--- config.mk ---
export PLATFORM = sky130hd
export DESIGN_NAME = mmio_fabric
export DESIGN_NICKNAME = d
export VERILOG_FILES = /design/src/rtl/mmio_fabric_pkg.sv /design/src/rtl/mmio_decode.sv /design/src/rtl/mmio_fabric.sv
export SDC_FILE = /design/constraint.sdc
export NUM_CORES = 1
export LEC_CHECK = 0
export CAP_MARGIN = 10
export CORE_ASPECT_RATIO = 1.5
export CORE_MARGIN = 1.5
export CORE_UTILIZATION = 38
export CTS_CLUSTER_DIAMETER = 80
export DETAILED_ROUTE_END_ITERATION = 12
export GPL_TIMING_DRIVEN = 0
export PLACE_DENSITY = 0.85
export SYNTH_ARGS = -nofsm -noshare
export SYNTH_HDL_FRONTEND = slang
export SYNTH_SLANG_ARGS = --single-unit
--- constraint.sdc ---
create_clock -name CLK -period 5.35 [get_ports CLK]
set_input_delay 1.07 -clock CLK [delete_from_list [all_inputs] [get_ports CLK]]
set_output_delay 1.07 -clock CLK [all_outputs]
set_load 0.01 [all_outputs]
--- src/rtl/mmio_fabric_pkg.sv ---
// rtl/mmio_fabric_pkg.sv - shared state encoding, window-width helper and channel map for mmio_fabric
package mmio_fabric_pkg;

  typedef enum logic [1:0] {
    IDLE = 2'd0,
    WAIT = 2'd1,
    DONE = 2'd2
  } state_e;

  // Index width of the I/O window; never narrower than one bit.
  function automatic int cw_of(input int nch);
    return (nch < 2) ? 1 : $clog2(nch);
  endfunction

  localparam int CH_EXTRAM    = 0;
  localparam int CH_STATUS    = 1;
  localparam int CH_ADDRSTACK = 2;
  localparam int CH_USERSTACK = 3;
  localparam int CH_UART      = 4;
  localparam int CH_GPIO      = 5;
  localparam int CH_GPIODIR   = 6;

endpackage

--- src/rtl/mmio_decode.sv ---
// rtl/mmio_decode.sv - combinational address decode into window hit, channel index and one-hot select
module mmio_decode
  import mmio_fabric_pkg::*;
#(
  parameter int            NCH    = 8,
  parameter int            AW     = 16,
  parameter int            CW     = 3,
  parameter logic [AW-1:0] BASE   = 16'hFF00,
  parameter int            DEF_CH = 0
) (
  input  logic [AW-1:0]  addr,
  output logic           hit,
  output logic [CW-1:0]  ch,
  output logic [NCH-1:0] sel
);

  localparam logic [CW:0]   NCH_W = (CW+1)'(NCH);
  localparam logic [CW-1:0] DEF_W = CW'(DEF_CH);

  logic in_win;
  logic idx_ok;

  // Window slots beyond the last real channel fall through to the default channel.
  always_comb begin
    in_win = (addr[AW-1:CW] == BASE[AW-1:CW]);
    idx_ok = ({1'b0, addr[CW-1:0]} < NCH_W);
    hit    = in_win && idx_ok;
    ch     = hit ? addr[CW-1:0] : DEF_W;
    sel    = '0;
    for (int i = 0; i < NCH; i++) begin
      sel[i] = (ch == CW'(i));
    end
  end

endmodule

--- src/rtl/mmio_fabric.sv ---
// rtl/mmio_fabric.sv - registered request/ack MMIO router; optional bus timeout via MMIO_TIMEOUT_EN
module mmio_fabric
  import mmio_fabric_pkg::*;
#(
  parameter int            NCH     = 8,
  parameter int            DW      = 16,
  parameter int            AW      = 16,
  parameter logic [AW-1:0] BASE    = 16'hFF00,
  parameter int            DEF_CH  = 0,
  parameter int            TIMEOUT = 15
) (
  input  logic                   CLK,
  input  logic                   RST_N,
  input  logic                   cpu_req,
  input  logic                   cpu_we,
  input  logic [AW-1:0]          cpu_addr,
  input  logic [DW-1:0]          cpu_wdata,
  output logic [DW-1:0]          cpu_rdata,
  output logic                   cpu_ready,
  output logic                   cpu_err,
  output logic [NCH-1:0]         per_sel,
  output logic                   per_we,
  output logic [cw_of(NCH)-1:0]  per_addr,
  output logic [DW-1:0]          per_wdata,
  input  logic [NCH*DW-1:0]      per_rdata,
  input  logic [NCH-1:0]         per_ack
);

  localparam int            CW    = cw_of(NCH);
  localparam logic [CW-1:0] DEF_W = CW'(DEF_CH);

  state_e          state_q, state_d;
  logic [NCH-1:0]  sel_q, sel_d;
  logic            we_q, we_d;
  logic [CW-1:0]   addr_q, addr_d;
  logic [DW-1:0]   wdata_q, wdata_d;
  logic [CW-1:0]   ch_q, ch_d;
  logic [DW-1:0]   rdata_q, rdata_d;
  logic            ready_q, ready_d;

  logic            dec_hit;
  logic [CW-1:0]   dec_ch;
  logic [NCH-1:0]  dec_sel;
  logic            ack_hit;
  logic [DW-1:0]   rd_sel;

  mmio_decode #(
    .NCH    (NCH),
    .AW     (AW),
    .CW     (CW),
    .BASE   (BASE),
    .DEF_CH (DEF_CH)
  ) u_decode (
    .addr (cpu_addr),
    .hit  (dec_hit),
    .ch   (dec_ch),
    .sel  (dec_sel)
  );

  assign ack_hit = per_ack[ch_q];
  assign rd_sel  = per_rdata[int'(ch_q)*DW +: DW];

`ifdef MMIO_TIMEOUT_EN
  localparam int TW = $clog2(TIMEOUT+1);
  logic [TW-1:0] cnt_q, cnt_d;
  logic [TW-1:0] cnt_inc;
  logic          err_q, err_d;
  assign cnt_inc = cnt_q + 1'b1;
`endif

  always_comb begin
    state_d = state_q;
    sel_d   = sel_q;
    we_d    = we_q;
    addr_d  = addr_q;
    wdata_d = wdata_q;
    ch_d    = ch_q;
    rdata_d = rdata_q;
    ready_d = 1'b0;
`ifdef MMIO_TIMEOUT_EN
    cnt_d   = cnt_q;
    err_d   = err_q;
`endif
    case (state_q)
      IDLE: begin
        if (cpu_req) begin
          sel_d   = dec_sel;
          we_d    = cpu_we;
          addr_d  = cpu_addr[CW-1:0];
          wdata_d = cpu_wdata;
          ch_d    = dec_hit ? dec_ch : DEF_W;
          state_d = WAIT;
`ifdef MMIO_TIMEOUT_EN
          cnt_d   = '0;
`endif
        end
      end
      WAIT: begin
        if (ack_hit) begin
          rdata_d = we_q ? '0 : rd_sel;
          sel_d   = '0;
          we_d    = 1'b0;
          addr_d  = '0;
          wdata_d = '0;
          ready_d = 1'b1;
          state_d = DONE;
`ifdef MMIO_TIMEOUT_EN
          err_d   = 1'b0;
        end else if (cnt_inc == TW'(TIMEOUT)) begin
          // Ack has priority above; reaching here means the peripheral never answered.
          rdata_d = '0;
          sel_d   = '0;
          we_d    = 1'b0;
          addr_d  = '0;
          wdata_d = '0;
          ready_d = 1'b1;
          err_d   = 1'b1;
          state_d = DONE;
        end else begin
          cnt_d   = cnt_inc;
`endif
        end
      end
      DONE: begin
        state_d = IDLE;
`ifdef MMIO_TIMEOUT_EN
        err_d   = 1'b0;
`endif
      end
      default: state_d = IDLE;
    endcase
  end

  always_ff @(posedge CLK or negedge RST_N) begin
    if (!RST_N) begin
      state_q <= IDLE;
      sel_q   <= '0;
      we_q    <= 1'b0;
      addr_q  <= '0;
      wdata_q <= '0;
      ch_q    <= '0;
      rdata_q <= '0;
      ready_q <= 1'b0;
`ifdef MMIO_TIMEOUT_EN
      cnt_q   <= '0;
      err_q   <= 1'b0;
`endif
    end else begin
      state_q <= state_d;
      sel_q   <= sel_d;
      we_q    <= we_d;
      addr_q  <= addr_d;
      wdata_q <= wdata_d;
      ch_q    <= ch_d;
      rdata_q <= rdata_d;
      ready_q <= ready_d;
`ifdef MMIO_TIMEOUT_EN
      cnt_q   <= cnt_d;
      err_q   <= err_d;
`endif
    end
  end

  assign cpu_rdata = rdata_q;
  assign cpu_ready = ready_q;
  assign per_sel   = sel_q;
  assign per_we    = we_q;
  assign per_addr  = addr_q;
  assign per_wdata = wdata_q;
`ifdef MMIO_TIMEOUT_EN
  assign cpu_err   = err_q;
`else
  assign cpu_err   = 1'b0;
`endif

endmodule
==> impl_metrics.env, run 1 <==
export IMPL_status="finished, final reports clean"
export IMPL_drive_gt1_share_pct=16.1
export IMPL_io_buffers=215
export IMPL_finalHoldViolCount=0
export IMPL_nNetsFinal=695
export IMPL_min_period_ns=3.02
export IMPL_fin_skew_ns=0.00443
export IMPL_final_util_pct=69.7
export IMPL_powerDensity_nw_per_um2=287
export IMPL_htree_levels=2
export IMPL_cp_end_kind="flip-flop"
export IMPL_clockRootBuffer="clkbuf_16"
export IMPL_grt_pass1_vias=3476
export IMPL_p_leak_nw=2.15
export IMPL_synth_flop_cell="dfrtp_1"
export IMPL_tightest_slew_ns=0.642
export IMPL_wl_per_cell_um=17.6
export IMPL_num_vias=3227
export IMPL_peakVddDrop_uv=276
export IMPL_crit_type="in2reg"
export IMPL_die_h_um=114
export IMPL_insertion_delay_ns=0.28
export IMPL_grt_max_degree=27
export IMPL_area_growth_pct=78.6
export IMPL_cp_arrival_ns=3.19
export IMPL_worstHoldPathType="reg2reg"
export IMPL_synthDistinctLibCells=28
export IMPL_finalPower_mw=1.59
export IMPL_max_slew_margin_pct=57.2
export IMPL_fmax_mhz=331
export IMPL_avgSynthCellArea_sq_um=10.3
export IMPL_cts_tree="done"
export IMPL_grt_overflow_total=0
export IMPL_ys_seq_area_share_pct=40.3
export IMPL_first_pass_iters=6
export IMPL_initial_core_util_pct=39.0
export IMPL_cts_setup_buffers=0
export IMPL_crit_path_max_fanout=10
export IMPL_finalSetupTns_ns=0
export IMPL_cts_buffers=5
export IMPL_syn_inst=300
export IMPL_cts_buffer_depth=2
export IMPL_netlist_area_sq_um=3100
export IMPL_drv_cap=0
export IMPL_place_gp_congestion=0.866
export IMPL_drtIter0Drc=99
export IMPL_grtUsageTotal_pct=25.5
export IMPL_fin_crit_sh_pct=56.4
export IMPL_clk_pin_slew_ns=0.06
export IMPL_cts_sinks=50
export IMPL_core_sq_um=7960
export IMPL_grt_pass1_wl_mm=17.3
export IMPL_critPathLaunchType="primary input"
export IMPL_num_io_pins=218
export IMPL_row_count=40
export IMPL_required_ns=5.52
export IMPL_drc=0
export IMPL_antenna_found_initial=2
export IMPL_ys_async_sr_fraction_pct=100
export IMPL_ys_seq_elements=50
export IMPL_synth_edff_count=0
export IMPL_die_w_um=76.8
export IMPL_hold_buffers=0
export IMPL_synth_warnings=0
export IMPL_vias_per_cell=5.12
export IMPL_syn_nets=472
export IMPL_finalMaxSlewViolations=0
export IMPL_fp_dieArea_sq_um=8730
export IMPL_setup_viol=0
export IMPL_ctsResizeCount=0
export IMPL_drt_antenna_violating_nets=0
export IMPL_dp_hpwl_mm=9.12
export IMPL_routed_wl_mm=11.1
export IMPL_rsz0062_at_grt="false"
## placed cells by master, fill, tap and decap left out, drive strengths merged, types with 2 or more instances in the layout
master and instances:
buf 12, nor3 16, nand2 58, o32ai 2, nor3b 3, diode 2, mux2 48, mux2i 4
nand2b 2, nand4 2, dfrtp 50, o22ai 21, nand3 4, o21ai 21, clkdlybuf4s50 214, mux4 17
nor2 17, clkbuf 23
## metal layers
metal | part of all wire [%] | global-route usage [%] | wire length [um] | vias up
met5 | 0 | 0 | 0 | -
met3 | 8.3 | 7.52 | 926 | 12
met4 | 2.2 | 12.3 | 248 | 0
met1 | 35 | 25.5 | 3890 | 1522
li1 | - | - | - | 1531
met2 | 54 | 47.6 | 6050 | 162
## cells in the mapped netlist (3+ instances only)
cell       n  share of area [%]
buf_4      3               0.73
buf_2      4               0.64
mux2_2    48                 17
nor2_1    17                2.1
nand3_1    4               0.64
o21ai_0   21                3.4
mux4_2    17                 12
mux2i_1    4                1.3
o22ai_1   21                4.2
clkbuf_1  17                2.1
nor3_1    16                2.6
dfrtp_1   50                 40
nand2_1   58                7.0
## cell families (layout without fill, tap and decap cells)
| kind of cell | after synthesis | in the layout | synth area share, % |
|---|---|---|---|
| simple gates | 107 | 107 | 15.9 |
| mux | 69 | 69 | 31.0 |
| flops | 50 | 50 | 40.3 |
| compound gates | 45 | 45 | 8.46 |
| buf+inv | 28 | 251 | 4.15 |
| other cells | 1 | 3 | 0.121 |
## path summary, 6_finish.rpt
kind	depth (start not counted)	endpoint	from	slack [ns]
worst max-delay path	6	cpu_rdata[12]	per_ack[1]	2.33
worst min-delay path	1	cpu_rdata[1]	cpu_rdata[1]	0.51
worst max register to register	5	cpu_rdata[12]	ch_q[1]	2.90
worst min register to register	1	cpu_rdata[1]	cpu_rdata[1]	0.51
max in group asynchronous	2	per_addr[2]	RST_N	4.04
min in group asynchronous	1	per_sel[2]	RST_N	0.77
## sequential cells by signal, indices dropped and copies added (netlist names)
name,count
state_q,2
cpu_rdata,16
per_wdata,16
per_addr,3
cpu_ready,1
per_sel,8
ch_q,3
per_we,1
## per-stage QoR
stage               instance area, sq um  hold WS [ns]  setup WS, ns  std cells
finish                              5540         0.507          2.33        630
detailed placement                  5400         0.494          2.01        621
global route                        5540         0.516          2.19        630
CTS                                 5540         0.508          2.31        628
floorplan                           3100         0.511          2.71        300
global placement                    5390         0.490          1.85        620
## worst max-delay path, stage by stage
cell and delay, ns:
clkdlybuf4s50_1 0.47, mux2i_1 0.08, mux4_2 0.52, nor3b_4 0.45
buf_4 0.26, mux2_2 0.34
## area by class of cell
class	count	area [sq um]
diodes	2	5.00
clock inverters	1	7.51
well taps	105	131
clock buffers	6	129
fillers	584	2410
repair buffers	216	2170
plain buffers	27	125
flip-flops and latches	50	1250
multi-input cells	222	1720
inverters	1	3.75
## power by group
part           switching (mW)  internal (mW)
Clock                   0.129          0.171
Combinational           0.283          0.437
Sequential             0.0691          0.504
Note: power is estimated with default switching activity, not from simulation.
==> inputs of run 2 (changes only) <==
CORE_UTILIZATION = 36   (was 38)
PLACE_DENSITY = 0.81   (was 0.85)
clock period = 3.1 ns   (was 5.35 ns; I/O delays follow)
==> impl_metrics.env, run 2 (synthesized netlist as in run 1, its figures left out) <==
export IMPL_status="finished, final reports clean"
export IMPL_drv_cap=0
export IMPL_insertion_delay_ns=0.29
export IMPL_htree_levels=2
export IMPL_regToRegSetupSlack_ns=0.68
export IMPL_setup_viol=0
export IMPL_cts_buffers=5
export IMPL_grt_pass1_vias=3397
export IMPL_max_slew_margin_pct=54.1
export IMPL_grt_pass1_wl_mm=16.9
export IMPL_wl_per_cell_um=17.9
export IMPL_critPathTopFamily="multiplexers"
export IMPL_finalPower_mw=2.78
export IMPL_min_period_ns=2.59
export IMPL_fin_skew_ns=0.00404
export IMPL_crit_type="in2reg"
export IMPL_grt_overflow_total=0
export IMPL_nNetsFinal=695
export IMPL_layout_common_cells="clkdlybuf4s50_1 (214), nand2_1 (58), dfrtp_1 (50)"
export IMPL_cts_setup_buffers=0
export IMPL_cp_slowest_stage_delay_ns=0.52
export IMPL_antenna_found_initial=0
export IMPL_cp_num_buf_inv=2
export IMPL_regArea_sq_um=1250
export IMPL_clockRootBuffer="clkbuf_16"
export IMPL_crit_path_max_fanout=10
export IMPL_cts_sinks=50
export IMPL_diodes=0
export IMPL_io_buffers=215
export IMPL_first_pass_iters=4
export IMPL_powerDensity_nw_per_um2=501
export IMPL_p_leak_nw=2.16
export IMPL_critPathLaunchType="primary input"
export IMPL_drtIter0Drc=141
export IMPL_die_w_um=78.8
export IMPL_dp_hpwl_mm=9.21
export IMPL_layout_setup_ws_ns=0.512
export IMPL_final_util_pct=66.0
export IMPL_vias_per_cell=5.22
export IMPL_slowest_stage="mux4_2"
export IMPL_finalHoldViolCount=0
export IMPL_layout_commonest_cell="clkdlybuf4s50_1"
export IMPL_row_count=41
export IMPL_finalMaxSlewViolations=0
export IMPL_ctsResizeCount=0
export IMPL_initial_core_util_pct=36.9
export IMPL_fmax_mhz=386
export IMPL_drive_gt1_share_pct=16.2
export IMPL_hold_ws_ns=0.305
export IMPL_num_io_pins=218
export IMPL_finalSetupTns_ns=0
export IMPL_required_ns=3.28
export IMPL_drt_antenna_violating_nets=0
export IMPL_cp_arrival_ns=2.76
export IMPL_peakVddDrop_uv=479
export IMPL_die_h_um=117
export IMPL_rsz0062_at_grt="false"
export IMPL_n_fill_cell=685
export IMPL_grt_max_degree=29
export IMPL_fp_dieArea_sq_um=9200
export IMPL_cp_end_kind="flip-flop"
export IMPL_drc=0
export IMPL_place_gp_congestion=0.864
export IMPL_fin_crit_sh_pct=83.5
export IMPL_path_cells="clkdlybuf4s50_1 > mux2i_1 > mux4_2 > nor3b_4 > buf_4 > mux2_2"
export IMPL_worstHoldPathType="in2async"
export IMPL_clk_pin_slew_ns=0.06
export IMPL_area_growth_pct=78.9
export IMPL_hold_buffers=0
export IMPL_core_sq_um=8410
export IMPL_cts_tree="done"
export IMPL_routed_wl_mm=11.3
export IMPL_num_vias=3293
export IMPL_tightest_slew_ns=0.689
export IMPL_multi_input_area_sq_um=1720
export IMPL_grtUsageTotal_pct=23.9
export IMPL_cts_buffer_depth=2
export IMPL_post_place_ws_ns=0.183
[run 2: changes by cell type in the layout (fill, tap and decap cells not counted), sizes merged]
cell,previous run,this run
clkinv,0,1
diode,2,0
clkinvlp,1,0
clkbuf,23,24
[run 2: report_power, final]
group          internal (mW)  leakage [nW]  total, mW  switching, mW
Sequential             0.869         0.643      0.988          0.119
Combinational          0.753          1.44       1.25          0.492
Clock                  0.320        0.0739      0.548          0.228
Total                   1.94          2.16       2.78          0.839
[run 2: worst paths after layout]
kind | endpoint | cells after the start | startpoint
worst min register to register | cpu_rdata[15] | 1 | cpu_rdata[15]
worst max register to register | cpu_rdata[12] | 5 | ch_q[1]
max in group asynchronous | per_wdata[7] | 2 | RST_N
min in group CLK | cpu_rdata[15] | 1 | cpu_rdata[15]
worst min-delay path | per_addr[0] | 1 | RST_N
worst max-delay path | cpu_rdata[12] | 6 | per_ack[1]
[run 2: cell type report]
class                           instances  area share, %
Buffer                                 27           2.25
Clock buffer                            7           2.57
Clock inverter                          1         0.0901
Inverter                                1         0.0676
Multi-Input combinational cell        222           31.0
Sequential cell                        50           22.5
Tap cell                              107           2.41
Timing Repair Buffer                  216           39.0
[run 2: through the flow]
| stage | instances | instance area [sq um] |
|---|---|---|
| floorplan | 300 | 3100 |
| global placement | 622 | 5390 |
| detailed placement | 623 | 5410 |
| CTS | 631 | 5550 |
| global route | 631 | 5550 |
| finish | 631 | 5550 |
[run 2: worst register-to-register path, stage by stage, from the launching register on]
cell and delay, ns:
dfrtp_1 0.33, clkbuf_1 0.46, mux4_2 0.46, nor3b_4 0.46, buf_4 0.26, mux2_2 0.34
[run 2: per-layer routing]
layer / share of wire [%] / GRT usage [%] / vias up / wire (um)
li1: - / - / 1540 / -
met1: 35 / 23.7 / 1560 / 3970
met2: 53 / 46.0 / 172 / 6000
met3: 9.1 / 7.34 / 21 / 1030
met4: 2.7 / 9.36 / 0 / 305
met5: 0 / 0 / - / 0
